### src/rtl/xvk_fifo_burst_drain.sv
// Drains a first-word-fall-through FIFO into bursts of BURST_LEN beats through a
// hold stage and a registered output stage; partial bursts close on flush or idle timeout.
module xvk_fifo_burst_drain #(
    parameter int WIDTH     = 16,
    parameter int BURST_LEN = 8,
    parameter int TIMEOUT   = 16
) (
    input  logic             clk,
    input  logic             rst,
    input  logic             fifo_empty,
    input  logic [WIDTH-1:0] fifo_dout,
    output logic             fifo_rd_en,
    input  logic             flush,
    output logic             m_valid,
    input  logic             m_ready,
    output logic [WIDTH-1:0] m_data,
    output logic             m_last,
    output logic             busy
);

    localparam int POS_W  = $clog2(BURST_LEN);
    localparam int IDLE_W = $clog2(TIMEOUT + 1);

    localparam logic [POS_W-1:0]  POS_END  = POS_W'(BURST_LEN - 1);
    localparam logic [IDLE_W-1:0] IDLE_MAX = IDLE_W'(TIMEOUT);

    logic              h_valid;
    logic [WIDTH-1:0]  h_data;
    logic [POS_W-1:0]  pos;
    logic [IDLE_W-1:0] idle_cnt;

    logic o_free;
    logic pos_end;
    logic close;
    logic h_to_o;
    logic load_last;
    logic idle_tick;

    // The held word only moves on while the FIFO still has data behind it, unless the
    // burst is already full or is being closed; otherwise it waits so m_last can be set.
    always_comb begin
        o_free     = !m_valid || m_ready;
        pos_end    = (pos == POS_END);
        close      = flush || (idle_cnt >= IDLE_MAX);
        h_to_o     = h_valid && o_free && (!fifo_empty || pos_end || close);
        load_last  = pos_end || (fifo_empty && close);
        idle_tick  = h_valid && fifo_empty && !h_to_o;
        fifo_rd_en = !rst && !fifo_empty && (!h_valid || h_to_o);
    end

    assign busy = h_valid || m_valid;

    // Stage H: head word captured on the edge that pops it
    always_ff @(posedge clk) begin
        if (rst) begin
            h_valid <= 1'b0;
            h_data  <= '0;
        end else if (fifo_rd_en) begin
            h_valid <= 1'b1;
            h_data  <= fifo_dout;
        end else if (h_to_o) begin
            h_valid <= 1'b0;
        end
    end

    // Stage O: registered beat, frozen while stalled
    always_ff @(posedge clk) begin
        if (rst) begin
            m_valid <= 1'b0;
            m_data  <= '0;
            m_last  <= 1'b0;
        end else if (h_to_o) begin
            m_valid <= 1'b1;
            m_data  <= h_data;
            m_last  <= load_last;
        end else if (m_ready) begin
            m_valid <= 1'b0;
        end
    end

    // Burst position and idle timer
    always_ff @(posedge clk) begin
        if (rst) begin
            pos      <= '0;
            idle_cnt <= '0;
        end else begin
            if (h_to_o) begin
                pos <= load_last ? '0 : pos + 1'b1;
            end
            if (idle_tick) begin
                if (idle_cnt < IDLE_MAX) begin
                    idle_cnt <= idle_cnt + 1'b1;
                end
            end else begin
                idle_cnt <= '0;
            end
        end
    end

endmodule

### config.mk
export PLATFORM = sky130hd
export DESIGN_NAME = xvk_fifo_burst_drain
export DESIGN_NICKNAME = d
export VERILOG_FILES = /design/src/rtl/xvk_fifo_burst_drain.sv
export SDC_FILE = /design/constraint.sdc
export NUM_CORES = 1
export LEC_CHECK = 0
export ABC_AREA = 1
export CELL_PAD_IN_SITES_DETAIL_PLACEMENT = 1
export CELL_PAD_IN_SITES_GLOBAL_PLACEMENT = 1
export CORE_MARGIN = 2
export CORE_UTILIZATION = 25
export CTS_CLUSTER_SIZE = 40
export DETAILED_ROUTE_END_ITERATION = 16
export HOLD_SLACK_MARGIN = 0.03
export PLACE_DENSITY = 0.67
export SLEW_MARGIN = 20
export SYNTH_ARGS = -nofsm -noshare
export SYNTH_HDL_FRONTEND = slang
export SYNTH_SLANG_ARGS = --single-unit
### constraint.sdc
create_clock -name clk -period 1.5 [get_ports clk]
set_input_delay 0.15 -clock clk [delete_from_list [all_inputs] [get_ports clk]]
set_output_delay 0.15 -clock clk [all_outputs]
set_load 0.005 [all_outputs]
# Yosys cells after proc, flatten, opt, wreduce, memory -nomap -nowiden
# Index checks and enable logic that the tools add are counted.
# word_totals
output_inout_bits	20
word_cells	40
inputBits	21
reg_bits	43
# op_classes
addsub	2
eq_ne	1
n_reduce_logical	22
mux	5
n_lt_le_gt_ge	2
n_bitwise	1
# op_table
operator	n
$logic_and A1 B1 Y1	7
$logic_or A1 B1 Y1	7
$add A5 B1 Y5 const B	1
$ge A5 B5 Y1 const B	1
$logic_not A1 Y1	5
$lt A5 B5 Y1 const B	1
$mux W1	4
$reduce_bool A2 Y1	2
$add A3 B1 Y3 const B	1
$eq A3 B3 Y1 const B	1
$mux W3	1
$reduce_or A2 Y1	1
$not A1 Y1	1

# Logic depth before layout (Yosys ltp)
# depth
word_depth	8
ltp_mapped	10
ltp_nobuf	9

# Least setup slack after synthesis
# OpenSTA, ideal clock, no wires.
# synth_path
kind	register to output
startpoint	register pos[0]
endpoint	output fifo_rd_en
stages_incl_launch_ff	10
t_required_ns	1.350
slack_ns	-0.031
t_arrival_ns	1.381
cell_sequence	dfxtp_1 -> ha_1 -> ha_1 -> nor2_2 -> nand2_2 -> nand2_2 -> nand2_2 -> nand2_4 -> buf_6 -> inv_1
# synth_between
elab_chain_len	6
# synth_rtl
element	line	text
start: declaration	29	logic [POS_W-1:0] pos;
start signal: assignment	88	pos <= load_last ? '0 : pos + 1'b1;
$eq A3 B3 Y1	43	pos_end = (pos == POS_END);
$logic_or A1 B1 Y1 (2 in series)	45	h_to_o = h_valid && o_free && (!fifo_empty || pos_end || close);
$logic_and A1 B1 Y1	45	
$logic_or A1 B1 Y1	48	fifo_rd_en = !rst && !fifo_empty && (!h_valid || h_to_o);
$logic_and A1 B1 Y1	48	
end: declaration	12	output logic fifo_rd_en,
# Every way passes these cells.

# Final worst setup path
# layout_path
startpoint	register pos[1]
endpoint	output fifo_rd_en
# Same word-level chain as after synthesis.

==> results.yml <==
synthesis:
  synth_area_mm2: 0.001762
  ys_top_cells_by_count: "nor2_1, dfxtp_1, nand2_1"
  syn_inst: 240
  seq_area_frac_synth_pct: 48.86
  synth_area_leaders: "dfxtp_1, nor2_1, nand2_1, nand3_1, inv_1"
  synth-edff-count: 0
  synth_top_area_cell: "dfxtp_1"
  ys_seq_elements: 43
  synth-async-reset-ratio_pct: 0
  syn_area_per_cell_um2: 7.340
  synth_cell_types: 22
  synthFlopType: "dfxtp_1"
  postSynthNetCount: 264
  synth_top_cell_area_share_pct: 48.86
  yosysMostFrequentCell: "nor2_1"
  synth_warnings: 0
timing:
  relSlewSlack_pct: 83.14
  min_period_ns: 1.612
  hold_slack_ns: 0.4044
  clock-skew-final_ns: 0.005476
  clock.fmax_ghz: 0.6202
  fin_crit_sh_pct: 107.5
  rsz0062_at_grt: "true"
  hold_viol: 0
  worst_slew_pin_slew_ns: 0.2529
  maxSlewViolCount: 0
  layout_setup_ws_ns: -0.1125
  finalSetupViolations: 23
cts:
  clockBufferDepth: 2
  cts_buffers: 5
  worst_skew_pair.late_latency_ns: 0.30
  numClockSinks: 43
  htree_levels: 2
  ctsHoldBuffers: 0
  clkTransAtPathRegs_ns: 0.08
  root_buffer: "clkbuf_8"
  cts_tree: "yes"
setup_path:
  reg2reg_depth: 9
  cp.arrival_ns: 1.46
  cp.required_ns: 1.35
  r2r_slack_ns: -0.05
  critPathMaxFanout: 2
  crit_type: "reg -> out"
  reg2reg_to: "idle_cnt[1]"
  worstSetupStartpoint: "pos[1]"
  regToRegStartpoint: "pos[1]"
  endpoint_kind: "output port"
  cp-start-kind: "flip-flop"
final_layout:
  final_cells: 397
  regArea_um2: 864.6
  nets: 324
  diodes: 0
  drive_gt1_share_pct: 22.92
  stdcell_area_mm2: 0.002758
  multi_input_area_um2: 924.6
  area_growth_syn_to_layout_pct: 56.53
  n_fill_cell: 831
place:
  io_buffers: 40
  placed_area_mm2: 0.002371
  post-place-ws_ns: -0.2620
  gp_congestion: 0.7432
  dp.cells: 384
  place_hpwl_um: 3439
die:
  dieArea_mm2: 0.007734
  die-width_um: 87.95
  fp.dieH_um: 87.95
  num_rows: 30
  io_pins: 41
  start_util_pct: 25.93
  fp.coreArea_mm2: 0.006794
route:
  dr.pass1.iters: 2
  drt_iter0_markers: 45
  route.detailed.drc: 0
  routedWlPerCell_um: 13.08
  vias: 1700
  wirelength_um: 5193
  vias_per_cell: 4.282
  ant_nets: 0
job:
  drv_cap: 0
grt:
  antenna_found_initial: 0
  gr-usage-met1_pct: 17.57
  grt_pass1_wl_um: 8059
  met3_usage_pct: 3.393
  grt_pass1_vias: 1711
  gr-total-overflow: 0
  grt_max_degree: 23
  grt_usage_pct: 14.03
  grtUsageMet2_pct: 22.45
  grt_most_used_layer: "met2"
min_path:
  min_path_type: "in -> reg"
  min_from: "fifo_dout[10]"
  hold_path_depth: 3
  hold_end: "h_data[10]"
power:
  p_per_area_mw_per_mm2: 1029
  ir_drop_mv: 0.4069
  p_leak_uw: 0.001160
  total_power_uw: 2838
outcome:
  outcome: "complete, but fails checks"
  violations: "negative setup slack"
-- repair_timing --
item,in CTS,in global routing
pin swaps,5,11
endpoints found under the setup margin,42,36
gates resized for setup,27,43
buffers inserted,4,2
-- power by group --
| part | internal (uW) | leakage (uW) | total, uW | switching (uW) |
|---|---|---|---|---|
| clock | 666 | 0.0000654 | 1070 | 404 |
| sequential | 1220 | 0.000354 | 1270 | 55.6 |
| combinational | 264 | 0.000740 | 495 | 230 |
-- cells by family after synthesis --
kind of cell               share of synthesized area, %
xor gates and xnor gates                         0.9945
and+or+nand+nor                                   30.90
buffers and inverters                             8.523
AOI/OAI and AO/OA                                 8.026
muxes                                            0.5682
adders and majority gates                         2.131
DFF                                               48.86
-- sequential cells by signal (all words and copies together), names as in the netlist --
| name | flops |
|---|---|
| m_data | 16 |
| h_valid | 1 |
| pos | 3 |
| m_last | 1 |
| m_valid | 1 |
| h_data | 16 |
| idle_cnt | 5 |
-- per-stage QoR --
| step | utilization, % | TNS [ns] |
|---|---|---|
| 2_1_floorplan | - | 0 |
| 3_3_place_gp | 34.90 | -2.657 |
| 3_5_place_dp | 34.90 | -3.556 |
| 4_1_cts | 38.05 | -0.7416 |
| 5_1_grt | 40.59 | -3.264 |
| 6_report | 40.59 | -0.8548 |
-- worst max-delay path, stage by stage, from the launching register on --
cell	delay [ns]
dfxtp_2	0.34
ha_4	0.16
ha_4	0.16
nor2_4	0.07
nand2_2	0.08
nand2_4	0.09
nand2_4	0.06
nand2_4	0.06
inv_2	0.03
buf_6	0.10
-- layout by cell type (no fill, tap or decap), types with 2 or more instances in the layout --
master           synthesis  final
buf_6                    1      4
nor2_1                  60     44
inv_1                   25     24
nor2_4                   0     13
nand4_1                  3      3
clkdlybuf4s50_1          0     38
nand3_1                 21     21
dfxtp_1                 43     40
buf_4                    1     17
bufinv_16                0      2
o21ai_1                  0      3
a21oi_2                  0      2
o21ai_0                 17     10
nor2_2                   2      5
o21ai_2                  0      4
clkbuf_8                 0      5
xor2_1                   2      2
a21oi_1                  6      3
dfxtp_2                  0      3
inv_2                    2      2
nand2_4                  1      3
ha_4                     0      2
nand2_1                 39     39
-- layout make-up --
type / count / area share [%]
Tap cell: 96 / 4.356
Multi-Input combinational cell: 161 / 33.53
Clock inverter: 2 / 2.178
Timing Repair Buffer: 62 / 21.69
Sequential cell: 43 / 31.35
Clock buffer: 6 / 2.632
Inverter: 27 / 4.265
-- routing by layer --
layer,up-vias,wire (um)
li1,863,-
met1,799,2392
met2,31,2501
met3,7,172
met4,0,127
met5,-,0
-- worst max path at each step --
| stage | end | slack (ns) | cells past startpoint |
|---|---|---|---|
| after floorplan | fifo_rd_en | 0.02 | 9 |
| after detailed placement | fifo_rd_en | -0.26 | 8 |
| after global routing | fifo_rd_en | -0.18 | 9 |
| after global placement | fifo_rd_en | -0.24 | 8 |
| final | fifo_rd_en | -0.11 | 9 |
| after CTS | fifo_rd_en | -0.12 | 9 |
Power figures use the tool's default switching activity.
